--- config.mk ---
export PLATFORM = sky130hd
export DESIGN_NAME = dram_req_scheduler
export DESIGN_NICKNAME = d
export VERILOG_FILES = /design/src/rtl/dram_req_scheduler.sv
export SDC_FILE = /design/constraint.sdc
export NUM_CORES = 1
export LEC_CHECK = 0
export CAP_MARGIN = 20
export CORE_AREA = 2 2 148 150
export DETAILED_ROUTE_END_ITERATION = 7
export DIE_AREA = 0 0 150 152
export PLACE_DENSITY_LB_ADDON = 0.08
export SETUP_SLACK_MARGIN = 0.5
export SLEW_MARGIN = 20
export SYNTH_ARGS = -nofsm -noshare
export SYNTH_HDL_FRONTEND = slang
export SYNTH_SLANG_ARGS = --single-unit
--- constraint.sdc ---
create_clock -name clk -period 8.34 [get_ports clk]
set_clock_uncertainty 0.1 [all_clocks]
set_input_delay 1.668 -clock clk [delete_from_list [all_inputs] [get_ports clk]]
set_output_delay 1.668 -clock clk [all_outputs]
set_load 0.01 [all_outputs]
--- src/rtl/dram_req_scheduler.sv ---
// dram_req_scheduler
// Registered, stall-aware issue stage for one DRAM bank. It chooses between
// the heads of the data queue and the instruction queue and holds a single
// request in flight at the bank interface.
//
// Optional build macro: DRAM_SCHED_AGING_EN
//   defined   -> a saturating starvation counter lets the instruction queue
//                win after STARVE_LIMIT consecutive data-queue grants taken
//                while it was waiting
//   undefined -> the data queue always has priority over the instruction queue
//
// Ports:
//   clk, rst                  clock, asynchronous active-high reset
//   dq_*                      data-queue head (valid, addr, data, operation,
//                             src, dest, is_flush); dq_dealloc pops it
//   iq_*                      instr-queue head (same fields, no data);
//                             iq_dealloc pops it
//   bank_stall                bank cannot accept the presented request
//   valid_out .. is_flush_out request register presented to the bank
//   grant_out                 {dq,iq} one-hot owner of the request register,
//                             00 when the register is empty
module dram_req_scheduler #(
    parameter int CL_SIZE      = 128,
    parameter int STARVE_LIMIT = 4
) (
    input  logic               clk,
    input  logic               rst,
    input  logic               dq_valid,
    input  logic [31:0]        dq_addr,
    input  logic [CL_SIZE-1:0] dq_data,
    input  logic [2:0]         dq_operation,
    input  logic [1:0]         dq_src,
    input  logic [1:0]         dq_dest,
    input  logic               dq_is_flush,
    output logic               dq_dealloc,
    input  logic               iq_valid,
    input  logic [31:0]        iq_addr,
    input  logic [2:0]         iq_operation,
    input  logic [1:0]         iq_src,
    input  logic [1:0]         iq_dest,
    input  logic               iq_is_flush,
    output logic               iq_dealloc,
    input  logic               bank_stall,
    output logic               valid_out,
    output logic [31:0]        addr_out,
    output logic [CL_SIZE-1:0] data_out,
    output logic [2:0]         operation_out,
    output logic [1:0]         src_out,
    output logic [1:0]         dest_out,
    output logic               is_flush_out,
    output logic [1:0]         grant_out
);

    typedef enum logic {
        EMPTY = 1'b0,
        HOLD  = 1'b1
    } state_t;

    state_t state;
    logic   accept;
    logic   load;
    logic   pick_iq;

    // The register frees up when the bank takes the request; a new head may
    // be loaded in the same cycle so back-to-back requests have no bubble.
    // Loads are blocked while reset is held so no head is popped and lost.
    assign accept = (state == HOLD) & ~bank_stall;
    assign load   = ~rst & ((state == EMPTY) | accept) & (dq_valid | iq_valid);

`ifdef DRAM_SCHED_AGING_EN
    localparam int OFF_W = $clog2(CL_SIZE / 8);
    localparam int CNT_W = ($clog2(STARVE_LIMIT + 1) > 3) ? $clog2(STARVE_LIMIT + 1) : 3;

    logic [CNT_W-1:0] starve_cnt;
    logic             starved;
    logic             same_line;

    // A read must never overtake a pending write to the same line, so a
    // same-line conflict always hands the grant to the data queue.
    assign same_line = dq_valid & iq_valid & (dq_addr[31:OFF_W] == iq_addr[31:OFF_W]);
    assign starved   = (starve_cnt == CNT_W'(STARVE_LIMIT));
    assign pick_iq   = iq_valid & (~dq_valid | (starved & ~same_line));

    // Count data-queue grants taken while the instruction queue waits.
    // Saturates at the limit so a same-line override keeps the instruction
    // queue first in line for the next grant.
    always_ff @(posedge clk or posedge rst) begin
        if (rst) begin
            starve_cnt <= '0;
        end else if (~iq_valid || iq_dealloc) begin
            starve_cnt <= '0;
        end else if (dq_dealloc && !starved) begin
            starve_cnt <= starve_cnt + 1'b1;
        end
    end
`else
    assign pick_iq = iq_valid & ~dq_valid;
`endif

    // Exactly one queue is popped per load, in the cycle the load happens.
    assign dq_dealloc = load & ~pick_iq;
    assign iq_dealloc = load &  pick_iq;

    // Issue FSM with registered outputs. A stalled HOLD falls through every
    // branch, so the request register stays frozen.
    always_ff @(posedge clk or posedge rst) begin
        if (rst) begin
            state         <= EMPTY;
            valid_out     <= 1'b0;
            addr_out      <= '0;
            data_out      <= '0;
            operation_out <= '0;
            src_out       <= '0;
            dest_out      <= '0;
            is_flush_out  <= 1'b0;
            grant_out     <= 2'b00;
        end else if (load) begin
            state     <= HOLD;
            valid_out <= 1'b1;
            if (pick_iq) begin
                addr_out      <= iq_addr;
                data_out      <= '0;
                operation_out <= iq_operation;
                src_out       <= iq_src;
                dest_out      <= iq_dest;
                is_flush_out  <= iq_is_flush;
                grant_out     <= 2'b01;
            end else begin
                addr_out      <= dq_addr;
                data_out      <= dq_data;
                operation_out <= dq_operation;
                src_out       <= dq_src;
                dest_out      <= dq_dest;
                is_flush_out  <= dq_is_flush;
                grant_out     <= 2'b10;
            end
        end else if (accept) begin
            state     <= EMPTY;
            valid_out <= 1'b0;
            grant_out <= 2'b00;
        end
    end

endmodule

* Yosys cells after proc, flatten, opt, wreduce, memory -nomap -nowiden
Index checks and enable logic that the tools add are counted.
** Storage, ports and cells
- Bits in writable memories :: 0
- Bits in read-only memories :: 0
- Output and inout bits :: 173
- Memories :: 0
- Bits in latches :: 0
- Word-level logic and storage cells :: 33
- Register bits after elaboration :: 171
** Operators by class
- Add/subtract/negate cells :: 0
- Muxes and demuxes :: 11
- Bitwise operators :: 13
- Multiply operators :: 0
- Equal/unequal tests :: 0
- Shift operators :: 0
- Divide/modulo/power cells :: 0
- Reduce and logical (&&, ||, !) cells :: 1
- Magnitude comparators :: 0
** Operator list (number)
- two-way mux 128 bit :: 1
- two-way mux 32 bit :: 1
- two-way mux 2 bit :: 5
- AND 1 bit :: 6
- inverter 1 bit :: 5
- two-way mux 1 bit :: 3
- two-way mux 3 bit :: 1
- OR 1 bit :: 2
- nonzero test 2 bit :: 1

* Depth between registers and ports, before layout
Gate-level depths: netlist of run 1.
- Word-level depth :: 6
- Mapped depth :: 6
- Depth with buffers taken out :: 3

* Worst setup path after synthesis of run 1
OpenSTA, ideal clock, no wires.
- Kind :: input to output
- From :: input port rst
- To :: output port dq_dealloc
- Buffers on the path :: 2
- Arrival :: 6.068 ns
- Setup slack :: 0.504 ns
- Cell stages on the path :: 4
- Cell sequence :: inv_1 > and3_1 > clkbuf_1 > buf_2
** Between the ends
- Word-level cells in the longest chain between the ends :: 4
** RTL lines
- from (decl) :: RTL line 27 : input logic rst,
- inverter 1 bit :: RTL line 68 : assign load = ~rst & ((state == EMPTY) | accept) & (dq_valid | iq_valid);
- AND 1 bit (2 in a row) :: RTL line 68
- AND 1 bit :: RTL line 101 : assign dq_dealloc = load & ~pick_iq;
- to (decl) :: RTL line 35 : output logic dq_dealloc,
Every way passes these cells.

* Worst setup path after layout of run 1
Ends and elaborated chain as after synthesis.

==> results of run 1 <==
==> power by group through the flow <==
stage | sequential, mW | combinational, mW | clock, mW
final | 1.02 | 0.636 | 0.870
after CTS | 1.02 | 0.646 | 0.894
after global routing | 1.04 | 0.677 | 0.932
after floorplan | 1.09 | 0.181 | 0
after detailed placement | 1.03 | 0.645 | 0
after global placement | 1.03 | 0.640 | 0
==> final cells by class <==
cell class	count	area (um2)
fill	1865	10000
inverter	1	8.76
timing repair buffer	389	3900
tap	280	350
clock buffer	19	453
sequential	171	4280
multi-input combinational	220	2110
clock inverter	13	200
==> path summary, 6_finish.rpt <==
kind                                      to  slack, ns  depth (start not counted)
worst max register to register  addr_out[21]       5.44                          4
min in group asynchronous       data_out[45]       1.74                          2
worst min-delay path            data_out[69]       0.40                          1
max in group asynchronous       addr_out[21]       5.19                          3
worst max-delay path              dq_dealloc       2.40                          4
worst min register to register  data_out[69]       0.40                          1
==> cell usage in the layout (no fill, tap or decap) <==
cell type / synthesis / final
a31o_2: 1 / 1
dfrtp_1: 171 / 171
clkbuf_16: 0 / 17
nor2_1: 1 / 1
a22o_1: 128 / 128
nor2b_4: 0 / 1
nand2_1: 3 / 3
buf_6: 10 / 1
mux2i_1: 1 / 1
clkbuf_8: 0 / 2
nand2b_1: 3 / 2
buf_12: 0 / 1
bufinv_16: 0 / 4
inv_8: 0 / 2
clkdlybuf4s50_1: 0 / 385
buf_4: 9 / 2
o21bai_1: 1 / 1
mux2_2: 80 / 80
clkinv_2: 0 / 1
clkinv_4: 0 / 2
and3_4: 0 / 1
inv_6: 0 / 5
nand2b_4: 0 / 1
==> sequential cells by signal (all words and copies together), names as in the netlist <==
signal,flops
is_flush_out,1
dest_out,2
operation_out,3
src_out,2
state,1
addr_out,32
data_out,128
grant_out,2
==> metal layers <==
metal  GRT usage  routed length, um  vias to the layer above
met5           0                  0                        -
met4      0.0580                427                        0
met3      0.0541               1790                       28
met2       0.324              10900                      230
met1       0.209               7940                     2570
li1            -                  -                     2362
==> kinds of logic (layout without fill, tap and decap cells) <==
kind of cell | count (synthesis) | after routing | share of synthesized area
AOI/OAI and AO/OA | 130 | 130 | 0.171
buffers and inverters | 39 | 422 | 0.0410
DFF | 171 | 171 | 0.644
muxes | 81 | 81 | 0.137
and+or+nand+nor | 9 | 9 | 0.00697
==> results.md, run 1 <==
* Final hold vios at 0
* Io pins at 386
* Dpl ws at 2.31 ns
* CTS tree: yes
* Fin crit period at approximately 6 ns
* Total gr overflow at 0
* WP data arrival at 4.17 ns
* Final core occ at 0.530
* Pins Over Slew Limit at 0
* IR Drop Worst-Case VDD at approximately 0.00013 V
* Cell area after layout at 0.0113 mm2
* Overall Power at 2.53 mW
* Main area contributors after synthesis: dfrtp_1, a22o_1, mux2_2
* Placed instance area at 0.0106 mm2
* Comb power frac at 0.252
* Hold Crit Start: data_out[69]
* Register share of total power at 0.404
* Share of cells above drive strength 1 at 0.149
* CP Data Required Time at 6.57 ns
* Cells along the critical path: clkdlybuf4s50_1, inv_6, and3_4, clkdlybuf4s50_1
* Count leader, synth: dfrtp_1
* Worst-margin pin slew at roughly 1.1 ns
* Max Cap Viol at 0
* Outcome: finished clean
* CP top delay family: buffers and inverters
* CTS root buf: clkbuf_16
* Synth top cells by count: dfrtp_1, a22o_1, mux2_2
* GP Congestion at around 0.84
* Post-CTS Setup Bufs at 0
* First-pass GRT wire length at around 32000 um
* Die W at 150 um
* Setup ws final at 2.40 ns
* Pin count of the biggest net entering global routing at 94
* Yosys cell types at 16
* P_leak at 4.80 nW
* RSZ-0062 raised after global routing: no
* Die area at 0.0228 mm2
* Setup crit start kind: input pin
* Max incr delay on CP at 0.72 ns
* Pre-antenna DRT Iters at 4
* Worst r2r src: state
* Sum Neg Setup Slack at 0 ns
* Final setup violation count at 0
* Relative slew slack at 0.296
* Row count at 54
* Final worst-path cycle share at 0.713
* Gate count of the mapped netlist at 430
* CP endpoint kind: output port
* Ant. Diodes at 0
* Top cell type's share of synthesized area at 0.644
* Ys async rst share at 1.00
* Clk slew on worst S/H paths at 0.07 ns
* Post-DRT Antenna Nets at 0
* Cell Area, Synth at 0.00665 mm2
* H-tree depth at 4
* Inst Count DP at around 1100
* EDFF count, synth at 0
* CP max FO at 93
* DR WL/cell at around 19 um
* Worst hold path type: flip-flop to flip-flop
* Vias in the first global route at 5553
* CTS Hold Buffers Added at 0
* Pwr dens at 223 mW/mm2
* Number of warnings issued by yosys at 0
* Critical path origin: rst
* Vias/cell at 4.75
* PostCTS Resize Cnt at 0
* Fmax at between 150 and 200 MHz
* I/O Buffers at approximately 390
* Area leader, netlist: dfrtp_1
* Starting DRT DRC Count at 200
* CTS Buf Count at 17
* Drt drc at 0
* P_int at ~1.9 mW
* Min Hold Slack at 0.402 ns
* Initial antenna violation count at 0
* Chip Height at 152 um
* Most frequent CP cell: clkdlybuf4s50_1
* Crit Path Category: input pin to output port
* Clk Latency, worst-skew pair at slightly above 0.4 ns
* Net switching power at 0.645 mW
* Clock Path Buffers at 2
* Syn_area_per_cell at 15.5 um2
* Area grow syn2layout at 70.1%
* GRT Overall Usage at 0.182
* Seq cells post-synth at 171
* Max stage delay cell, worst path: and3_4
* Clock sinks at around 170
* Core area at 0.0214 mm2
* Post-Syn Nets at 643
* Total Routed Length at 21100 um
* DPL Wire Length at ~15000 um
* Initial Utilization at 0.311
* CP bufs+invs at 3
* Total number of vias at ~5200
* Clk pwr share at 0.344
* Sw Share at 0.255
* Post-synthesis sequential area ratio at 0.644
* Final std cells w/o fill at about 1100
* Synth Flop Type: dfrtp_1
* Layout Nets at 1013
(Power assumes the default switching activity.)
==> run 2, diff against run 1 <==
- CORE_AREA: 2 2 148 150 -> 2 2 152 154
- DIE_AREA: 0 0 150 152 -> 0 0 154 156
- clock period: 8.34 -> 4.9 ns (I/O delays scaled with it)
==> run 2 against run 1 <==
Against the previous run:
- routed wire length up 1.5%
- count of clock-buffer cells in the layout unchanged
- register-to-register slack worse by 2.7 ns
==> results.md, run 2 (synthesis results as in run 1) <==
* Cells along the critical path: clkdlybuf4s50_1, nand2_1, and3_4, clkdlybuf4s50_1
* DR WL/cell at 19.5 um (+0.90%)
* Pre-antenna DRT Iters at 4 (unchanged)
* Layout Nets at 1014 (+0.099%)
* Largest register FFs at 128 (unchanged)
* Comb power frac at 0.264 (+0.012)
* Sw Share at 0.266 (+0.0106)
* I/O Buffers at 385 (unchanged)
* Capture point of the critical path: dq_dealloc
* Setup crit start kind: input pin
* Most frequent CP cell: clkdlybuf4s50_1
* IR Drop Worst-Case VDD at 0.000201 V (+56%)
* First-pass GRT wire length at 32800 um (+1.9%)
* Relative slew slack at 0.348 (+0.0517)
* Io pins at 386 (unchanged)
* Worst r2r src: state
* Outcome: finished clean
* Min Hold Slack at 0.402 ns (+0.000667 ns)
* Clk pwr share at 0.317 (-0.027)
* CTS root buf: clkbuf_16
* Post-DRT Antenna Nets at 0 (unchanged)
* RSZ-0062 raised after global routing: no
* Post-CTS Setup Bufs at 0 (unchanged)
* Net switching power at 1.10 mW (+71%)
* GP Congestion at 0.795 (-5.9%)
* CTS Buf Count at 17 (unchanged)
* Crit Path Category: input pin to output port
* Worst-margin pin slew at 0.978 ns (-0.0775 ns)
* Max incr delay on CP at 0.61 ns (-0.11 ns)
* Clk slew on worst S/H paths at 0.06 ns (about the same)
* Vias in the first global route at 5601 (+0.86%)
* Largest registers: data_out: 128 flops, addr_out: 32 flops, operation_out: 3 flops
* CTS Hold Buffers Added at 0 (unchanged)
* Commonest non-fill, non-tap cell in the layout: clkdlybuf4s50_1
* CTS tree: yes
* CP Data Required Time at 3.82 ns (-2.75 ns)
* Pins Over Slew Limit at 0 (unchanged)
* Max stage delay cell, worst path: clkdlybuf4s50_1
* Chip Height at 156 um (+2.6%)
* Initial Utilization at 0.297 (-0.0141)
* P_leak at 4.77 nW (-0.58%)
* Final worst-path cycle share at 0.754
* Total Routed Length at 21400 um (+1.5%)
* Drt drc at 0 (unchanged)
* Clk Latency, worst-skew pair at 0.41 ns (about the same)
* CP max FO at 30 (-68%)
* Register share of total power at 0.420 (+0.016)
* Worst Reg-to-Reg Cells at 5 (+1)
* CP top delay family: buffers and inverters
* Share of cells above drive strength 1 at 0.149 (-0.000183)
* Fin crit period at between 3 and 4 ns
* CP bufs+invs at 2 (-1)
* Overall Power at 4.14 mW (+64%)
* Vias/cell at 4.69 (-1.2%)
* Worst hold path type: flip-flop to flip-flop
* Die area at 0.0240 mm2 (+5.4%)
* WP data arrival at 2.62 ns (-1.55 ns)
* Fmax at 271 MHz
* Total gr overflow at 0 (unchanged)
* Area grow syn2layout at 69.7%
* P_int at 3.04 mW (+61%)
* Worst R2R End: data_out[60]
* CP endpoint kind: output port
* Starting DRT DRC Count at 244 (+22%)
* Die W at 154 um (+2.7%)
* Row count at 55 (+1.9%)
* R2R Setup Slk at 2.75 ns (-2.69 ns)
* Reg with most FFs: data_out
* Pin count of the biggest net entering global routing at 172 (+83%)
* Pwr dens at 367 mW/mm2 (+64%)
* GRT Overall Usage at 0.178 (-0.00478)
* Final core occ at 0.504 (-0.0252)
* PostCTS Resize Cnt at 0 (unchanged)
* Clock sinks at 171 (unchanged)
* H-tree depth at 4 (unchanged)
* Max Cap Viol at 0 (unchanged)
* DPL Wire Length at 15300 um (-0.35%)
* Final hold vios at 0 (unchanged)
* Commonest cells after routing, fill and taps aside: clkdlybuf4s50_1, dfrtp_1, a22o_1
* Initial antenna violation count at 0 (unchanged)
* Ant. Diodes at 0 (unchanged)
* Core area at 0.0224 mm2 (+4.8%)
* Clock Path Buffers at 2 (unchanged)
* Total number of vias at 5155 (-0.67%)
* Critical path origin: bank_stall
* Critical path depth in cells at 4 (unchanged)
* Final setup violation count at 0 (unchanged)
[run 2: cell count changes in the layout (fill, tap and decap cells not counted), sizes merged]
| cell | change |
|---|---|
| buf | +1 |
| bufinv | -3 |
| clkinvlp | +3 |
[run 2: worst register-to-register path: cells and delay by family, from the launching register on]
kind	cells	cell delay, ns
buffers and inverters	2	0.72
and+or+nand+nor	2	0.60
DFF	1	0.40
AOI/OAI and AO/OA	1	0.26
[run 2: metal layers]
layer,GRT usage,wire (um),vias up
met5,0,0,-
met1,0.199,8250,2547
met2,0.312,10900,217
li1,-,-,2366
met4,0.0587,437,0
met3,0.0672,1770,25
[run 2: final cells by class]
class	instances	area, um2
clock buffer	19	443
clock inverter	13	130
fill	1921	11100
inverter	1	7.51
multi-input combinational	220	2110
sequential	171	4280
tap	285	357
timing repair buffer	390	3950
[run 2: per-stage QoR]
stage / setup WS, ns / cells / setup TNS (ns) / cell area, um2
global placement: 1.24 / 1065 / 0 / 10700
global route: 1.11 / 1099 / 0 / 11300
finish: 1.20 / 1099 / 0 / 11300
detailed placement: 1.21 / 1065 / 0 / 10700
CTS: 1.20 / 1097 / 0 / 11200
floorplan: -0.352 / 430 / -0.352 / 6690
[run 2: power groups by stage]
stage	Combinational (mW)	Sequential (mW)	Clock, mW
finish	1.09	1.74	1.31
global route	1.16	1.76	1.43
CTS	1.11	1.74	1.36
floorplan	0.313	1.85	0
detailed placement	1.11	1.76	0
global placement	1.10	1.75	0
[run 2: how the worst min path moves through the flow]
stage | cells after the start | slack (ns) | to | start
after floorplan | 1 | 0.44 | data_out[0] | data_out[0]
after global placement | 1 | 0.39 | data_out[36] | data_out[36]
after detailed placement | 1 | 0.39 | data_out[46] | data_out[46]
after CTS | 1 | 0.41 | addr_out[8] | addr_out[8]
after global routing | 1 | 0.42 | data_out[30] | data_out[30]
final | 1 | 0.40 | data_out[92] | data_out[92]
